==> config.mk <==
export PLATFORM = sky130hd
export DESIGN_NAME = fix_ingress_framer
export DESIGN_NICKNAME = d
export VERILOG_FILES = /design/src/rtl/fix_ingress_framer.sv
export SDC_FILE = /design/constraint.sdc
export NUM_CORES = 2
export LEC_CHECK = 0
export ABC_AREA = 1
export ABC_CLOCK_PERIOD_IN_PS = 3550
export BUFFER_PORTS_ARGS = -buffer_cell sky130_fd_sc_hd__buf_2
export CAP_MARGIN = 20
export CORE_MARGIN = 2
export CORE_UTILIZATION = 57
export CTS_CLUSTER_SIZE = 10
export DETAILED_ROUTE_END_ITERATION = 16
export GPL_ROUTABILITY_DRIVEN = 1
export PLACE_DENSITY = 0.83
export SYNTH_ARGS = -nofsm -noshare
export SYNTH_HDL_FRONTEND = slang
export SYNTH_SLANG_ARGS = --single-unit
==> constraint.sdc <==
create_clock -name clk -period 3.55 [get_ports clk]
set_clock_uncertainty 0.05 [all_clocks]
set_input_delay 0.1775 -clock clk [delete_from_list [all_inputs] [get_ports clk]]
set_output_delay 0.1775 -clock clk [all_outputs]
set_load 0.01 [all_outputs]
==> src/rtl/fix_ingress_framer.sv <==
// Store-and-forward FIX framer: buffers bytes from the line, verifies the
// trailing 10=ddd checksum and releases only committed frames to the parser.
module fix_ingress_framer #(
  parameter int AW = 8
) (
  input  logic        clk,
  input  logic        rst,
  input  logic        in_valid_i,
  input  logic [7:0]  in_data_i,
  output logic        in_ready_o,
  output logic        out_valid_o,
  output logic [7:0]  out_data_o,
  input  logic        out_ready_i,
  output logic        frame_good_o,
  output logic        frame_bad_o,
  output logic        overflow_o,
  output logic        junk_o,
  output logic [15:0] good_count_o,
  output logic [15:0] bad_count_o
);

  localparam int DEPTH = 1 << AW;
  localparam logic [AW:0] DEPTH_P = {1'b1, {AW{1'b0}}};
  localparam logic [AW:0] ONE_P   = {{AW{1'b0}}, 1'b1};

  typedef enum logic [3:0] {
    S_IDLE, S_BODY, S_SAW_SOH, S_T1, S_T10, S_CK0, S_CK1, S_CK2, S_CK_END
  } state_t;

  state_t      state_q, state_d;
  logic [AW:0] wr_q, wr_d, commit_q, commit_d, rd_q, rd_d, start_q, start_d;
  logic [7:0]  sum_q, sum_d, sum_soh_q, sum_soh_d;
  logic [9:0]  ck_q, ck_d;
  logic        bad_q, bad_d, drop_q, drop_d;
  logic        good_p_q, good_p_d, bad_p_q, bad_p_d, ovf_p_q, ovf_p_d, junk_p_q, junk_p_d;
  logic [15:0] good_cnt_q, good_cnt_d, bad_cnt_q, bad_cnt_d;
  logic        out_valid_q, out_valid_d;
  logic [7:0]  out_data_q, out_data_d;
  logic [7:0]  mem_q [0:DEPTH-1];

  logic [AW:0] used_s;
  logic        full_s, acc_s, ovf_s, wr_en_s, is_soh_s, is_digit_s, load_s;
  logic [7:0]  sum_next_s, digit_s;
  logic [9:0]  ck_step_s;

  assign used_s     = wr_q - rd_q;
  assign full_s     = (used_s == DEPTH_P);
  assign in_ready_o = !full_s || drop_q;
  assign acc_s      = in_valid_i && in_ready_o;
  // A frame that fills the RAM while nothing committed remains can never complete.
  assign ovf_s      = (state_q != S_IDLE) && full_s && in_valid_i &&
                      (commit_q == rd_q) && !drop_q;
  assign wr_en_s    = acc_s && !drop_q &&
                      ((state_q != S_IDLE) || (in_data_i == 8'h38));
  assign is_soh_s   = (in_data_i == 8'h01);
  assign is_digit_s = (in_data_i >= 8'h30) && (in_data_i <= 8'h39);
  assign sum_next_s = sum_q + in_data_i;
  assign digit_s    = in_data_i - 8'h30;
  assign ck_step_s  = (ck_q * 10'd10) + {2'b00, digit_s};

  always_comb begin
    state_d   = state_q;
    wr_d      = wr_q;
    commit_d  = commit_q;
    start_d   = start_q;
    sum_d     = sum_q;
    sum_soh_d = sum_soh_q;
    ck_d      = ck_q;
    bad_d     = bad_q;
    drop_d    = drop_q;
    good_p_d  = 1'b0;
    bad_p_d   = 1'b0;
    ovf_p_d   = 1'b0;
    junk_p_d  = 1'b0;
    if (ovf_s) begin
      wr_d    = start_q;
      drop_d  = 1'b1;
      ovf_p_d = 1'b1;
    end else if (acc_s) begin
      if (wr_en_s) begin
        wr_d = wr_q + ONE_P;
      end else begin
        wr_d = wr_q;
      end
      sum_d = sum_next_s;
      case (state_q)
        S_IDLE: begin
          if (in_data_i == 8'h38) begin
            start_d = wr_q;
            sum_d   = 8'h38;
            state_d = S_BODY;
          end else begin
            sum_d    = sum_q;
            junk_p_d = 1'b1;
          end
        end
        S_BODY, S_SAW_SOH, S_T1, S_T10: begin
          if (is_soh_s) begin
            sum_soh_d = sum_next_s;
            state_d   = S_SAW_SOH;
          end else if ((state_q == S_SAW_SOH) && (in_data_i == 8'h31)) begin
            state_d = S_T1;
          end else if ((state_q == S_T1) && (in_data_i == 8'h30)) begin
            state_d = S_T10;
          end else if ((state_q == S_T10) && (in_data_i == 8'h3D)) begin
            ck_d    = 10'd0;
            state_d = S_CK0;
          end else begin
            state_d = S_BODY;
          end
        end
        S_CK0, S_CK1, S_CK2: begin
          if (is_digit_s) begin
            ck_d = ck_step_s;
          end else begin
            bad_d = 1'b1;
          end
          if (state_q == S_CK0) begin
            state_d = S_CK1;
          end else if (state_q == S_CK1) begin
            state_d = S_CK2;
          end else begin
            state_d = S_CK_END;
          end
        end
        S_CK_END: begin
          state_d = S_IDLE;
          bad_d   = 1'b0;
          if (drop_q) begin
            drop_d = 1'b0;
          end else if (is_soh_s && !bad_q && (ck_q == {2'b00, sum_soh_q})) begin
            commit_d = wr_q + ONE_P;
            good_p_d = 1'b1;
          end else begin
            wr_d    = start_q;
            bad_p_d = 1'b1;
          end
        end
        default: begin
          state_d = S_IDLE;
        end
      endcase
    end else begin
      state_d = state_q;
    end
  end

  // Output stage reloads from committed RAM whenever it is empty or draining.
  always_comb begin
    load_s      = (!out_valid_q || out_ready_i) && (rd_q != commit_q);
    rd_d        = rd_q;
    out_valid_d = out_valid_q;
    out_data_d  = out_data_q;
    if (load_s) begin
      rd_d        = rd_q + ONE_P;
      out_valid_d = 1'b1;
      out_data_d  = mem_q[rd_q[AW-1:0]];
    end else if (out_valid_q && out_ready_i) begin
      out_valid_d = 1'b0;
      out_data_d  = 8'h00;
    end else begin
      out_valid_d = out_valid_q;
    end
    good_cnt_d = good_cnt_q;
    bad_cnt_d  = bad_cnt_q;
    if (good_p_d && (good_cnt_q != 16'hFFFF)) begin
      good_cnt_d = good_cnt_q + 16'd1;
    end else begin
      good_cnt_d = good_cnt_q;
    end
    if ((bad_p_d || ovf_p_d) && (bad_cnt_q != 16'hFFFF)) begin
      bad_cnt_d = bad_cnt_q + 16'd1;
    end else begin
      bad_cnt_d = bad_cnt_q;
    end
  end

  // Frame RAM write port.
  always_ff @(posedge clk) begin
    if (wr_en_s) begin
      mem_q[wr_q[AW-1:0]] <= in_data_i;
    end
  end

  // State, pointers, status pulses and counters.
  always_ff @(posedge clk or negedge rst) begin
    if (!rst) begin
      state_q     <= S_IDLE;
      wr_q        <= '0;
      commit_q    <= '0;
      rd_q        <= '0;
      start_q     <= '0;
      sum_q       <= 8'h00;
      sum_soh_q   <= 8'h00;
      ck_q        <= 10'd0;
      bad_q       <= 1'b0;
      drop_q      <= 1'b0;
      good_p_q    <= 1'b0;
      bad_p_q     <= 1'b0;
      ovf_p_q     <= 1'b0;
      junk_p_q    <= 1'b0;
      good_cnt_q  <= 16'd0;
      bad_cnt_q   <= 16'd0;
      out_valid_q <= 1'b0;
      out_data_q  <= 8'h00;
    end else begin
      state_q     <= state_d;
      wr_q        <= wr_d;
      commit_q    <= commit_d;
      rd_q        <= rd_d;
      start_q     <= start_d;
      sum_q       <= sum_d;
      sum_soh_q   <= sum_soh_d;
      ck_q        <= ck_d;
      bad_q       <= bad_d;
      drop_q      <= drop_d;
      good_p_q    <= good_p_d;
      bad_p_q     <= bad_p_d;
      ovf_p_q     <= ovf_p_d;
      junk_p_q    <= junk_p_d;
      good_cnt_q  <= good_cnt_d;
      bad_cnt_q   <= bad_cnt_d;
      out_valid_q <= out_valid_d;
      out_data_q  <= out_data_d;
    end
  end

  assign out_valid_o  = out_valid_q;
  assign out_data_o   = out_data_q;
  assign frame_good_o = good_p_q;
  assign frame_bad_o  = bad_p_q;
  assign overflow_o   = ovf_p_q;
  assign junk_o       = junk_p_q;
  assign good_count_o = good_cnt_q;
  assign bad_count_o  = bad_cnt_q;

endmodule

==> summary.txt <==
Run status
  – Status: finished, violations left
  – Failing checks: slew limit, setup timing

Clocking
  – Reg clk slew, reported paths: 60 ps
  – Clock buffer count from CTS: 236
  – # H-tree levels: 4
  – CTS tree: built
  – Clk buf depth: 3
  – Worst-Skew Late Latency: slightly below 900 ps
  – Clk sinks: around 2200
  – Root Driver: clkbuf_16

Floorplan
  – DIE HEIGHT: 401 um
  – Initial core utilization: 0.575
  – IO Count: 58
  – Full die area: around 160000 um2
  – Rows: 145
  – Die Wd: 401 um
  – Core Footprint: 156000 um2

Detailed routing
  – DRT Wirelength: ~250000 um
  – Via count: 64500
  – Drt first-iter violations: approximately 11000
  – Number of detailed-route iterations in the first pass: 8
  – Post-route ant nets: 0
  – Vias/cell: between 6 and 7
  – Routed wire per std cell: 24.8 um
  – DRC viols: 0

Placement
  – Detail Placement HPWL: 143000 um
  – Input/output buffers: 57
  – Placer Congestion: between 0.9 and 1

Logic synthesis
  – Register area share after synthesis: 0.716
  – Asr flop ratio synth: 0.0523
  – Yosys reg bits: 2161
  – Yosys warns: 0
  – Post-Syn Area per Cell: roughly 12 um2
  – Top area cells in the synthesized netlist: edfxtp_1 (68%), nor2_1 (7.8%), o21ai_0 (6.1%)
  – Post-synthesis cell type count: about 50
  – Yosys top cell area share: 0.684
  – Mapped Cells: 7701
  – Post-synth EDFFs: 2048
  – Synthesized area: 89900 um2
  – Dominant cell type by area after synthesis: edfxtp_1
  – Main synth FF type: edfxtp_1
  – Mapped Nets: 7758

Final layout
  – Syn-to-layout area delta: 12.5%
  – Share of layout cells above drive strength 1: 0.0994
  – Post-layout util: 0.647
  – Commonest non-fill, non-tap cell in the layout: edfxtp_1
  – Most frequent cells in the layout: edfxtp_1 (2048), nor2_1 (1858), o21ai_0 (1092)
  – Fin nets: 8022

Worst hold path
  – Hold path cells: 2
  – Min-Delay Path Class: input pin to flip-flop
  – Hold_sp: in_data_i[6]
  – Worst Hold Endpoint: mem_q[79][6]

Setup path
  – WP buf/inv: 2
  – Worst R2R Start: rd_q[1]
  – Worst R2R End: out_data_o[0]
  – Crit start category: flip-flop
  – Top cell family by delay on the critical path: simple AND/OR/NAND/NOR gates
  – Critical Path End Type: flip-flop
  – Highest-delay cell along the critical path: dfrtp_4
  – Crit path max fanout: approximately 260
  – Critical path depth: 12
  – R2R cell count: 12
  – Type of the worst setup path: flip-flop to flip-flop
  – CP Data Required Time: between 4000 and 5000 ps
  – Cell chain of the critical path: buf_4 -> buf_16 -> o21ai_0 -> o211ai_1 -> nand3_1 -> nand2_1 -> nand3_1 -> nand3_1 -> nand3_1 -> nand2_1 -> nand2_1 -> nand2_1
  – CP peak stage delay: ~450 ps
  – WP data arrival: between 4000 and 5000 ps
  – R2R Setup Slk: -200 ps

Timing
  – Fin crit share: 1.06
  – Min cycle time layout: about 3700 ps
  – Min Hold Slack: 75.5 ps
  – Final worst slack: -199 ps
  – Final setup viols: 5
  – TNS Setup: -346 ps
  – Fmax: between 0.2 and 0.3 GHz
  – RSZ-0062 raised after global routing: yes
  – Max_slew headroom: -0.0983
  – Fin. Hold Viols: 0
  – Tightest Pin Transition: 1650 ps
  – Max-slew violations: around 130

GRT
  – Largest net degree at the start of global routing: between 200 and 300
  – Initial antenna violation count: 7
  – First-pass GRT wire length: 376000 um
  – Vias in the first global route: 63500
  – GRT Util Overall: 0.307
  – Overflow after GRT: 0

Power
  – IR Drop Worst-Case VDD: approximately 1200 uV
  – Leak: 35.1 nW
  – Overall Power: 77.8 mW
  – P per Cell Area: 770 nW/um2

Flow run
  – Max-Cap Viols: 0
[metrics by stage]
step | instance area, um2 | setup WS [ps] | cells
after global routing | 101000 | -43.7 | 10100
after global placement | 94400 | 102 | 9765
after detailed placement | 94400 | 124 | 9765
after floorplan | 89900 | -116 | 7701
after CTS | 101000 | 61.1 | 10100
final | 101000 | -199 | 10100
[registers in the layout, summed over array words and instances, names as in the netlist]
register      cells
bad_count_o      16
rd_q              9
sum_q             8
commit_q          9
drop_q            1
mem_q          2048
out_valid_o       1
frame_bad_o       1
overflow_o        1
bad_q             1
start_q           9
state_q           4
frame_good_o      1
out_data_o        8
junk_o            1
wr_q              9
sum_soh_q         8
good_count_o     16
ck_q             10
[cell families after synthesis]
family / synth area share
simple gates: 0.143
flops: 0.716
compound gates: 0.0946
buf+inv: 0.0326
xor+xnor: 0.00750
fa+ha+maj: 0.00652
mux: 0.000111
[repair_timing]
item | in CTS | in global routing
hold buffers | 16 | 0
gates resized for setup | 0 | 11
endpoints found under the hold margin | 529 | 0
setup endpoints to repair | 0 | 333
buffers inserted | 0 | 4
[power by group]
part | switching (mW) | internal, mW | leakage (nW)
Combinational | 20.2 | 7.55 | 12.2
Sequential | 0.323 | 28.3 | 19.8
Clock | 9.31 | 12.1 | 3.14
Total | 29.9 | 48.0 | 35.1
[layout make-up]
cell class	count	area (um2)
Tap cell	2058	2570
Inverter	189	732
Sequential cell	2161	64300
Timing Repair Buffer	506	4330
Clock buffer	320	6270
Clock inverter	19	215
Antenna cell	6	15.0
Multi-Input combinational cell	4871	22600
Fill cell	10400	55300
[worst max-delay path by stage]
stage,end,start
after floorplan,mem_q[102][0],rd_q[2]
after global placement,mem_q[111][4],rd_q[1]
after detailed placement,mem_q[110][6],rd_q[2]
after CTS,mem_q[110][2],rd_q[1]
after global routing,mem_q[55][1],rd_q[1]
final,out_data_o[0],rd_q[1]
[per-layer routing]
metal  track usage  routed length (um)  vias up  part of all wire
li1              -                   -    27700                 -
met1         0.391               85900    30600              0.34
met2         0.476              115000     5268              0.46
met3        0.0761               33900     1008              0.13
met4         0.188               16800        6             0.067
met5             0                  37        -           0.00015
[cells in the mapped netlist, types with 4 or more instances]
master    instances
nor4_1            6
o21ai_0        1092
o21ai_1           9
nor3_1           21
buf_4            43
nand4_4          11
edfxtp_1       2048
nand3b_1          5
nand2_1         876
nand2_2           5
nand4_1          10
a21oi_1         126
ha_1             42
or2_2             5
o211ai_1        216
buf_1            31
xor2_1           60
clkinv_1          6
inv_2             4
nand3_1         367
xnor2_1          17
dfrtp_1         113
clkbuf_1        221
inv_1           179
nand3_2           5
nor2_1         1867
buf_2           183
o22ai_1         103
[worst reg2reg max path: stages (launching register included)]
cell and delay, ps:
dfrtp_4 450, buf_4 250, buf_16 380, o21ai_0 1010
o211ai_1 390, nand3_1 160, nand2_1 160, nand3_1 180
nand3_1 290, nand3_1 150, nand2_1 90, nand2_1 60
nand2_1 70
Power figures use the tool's default switching activity.
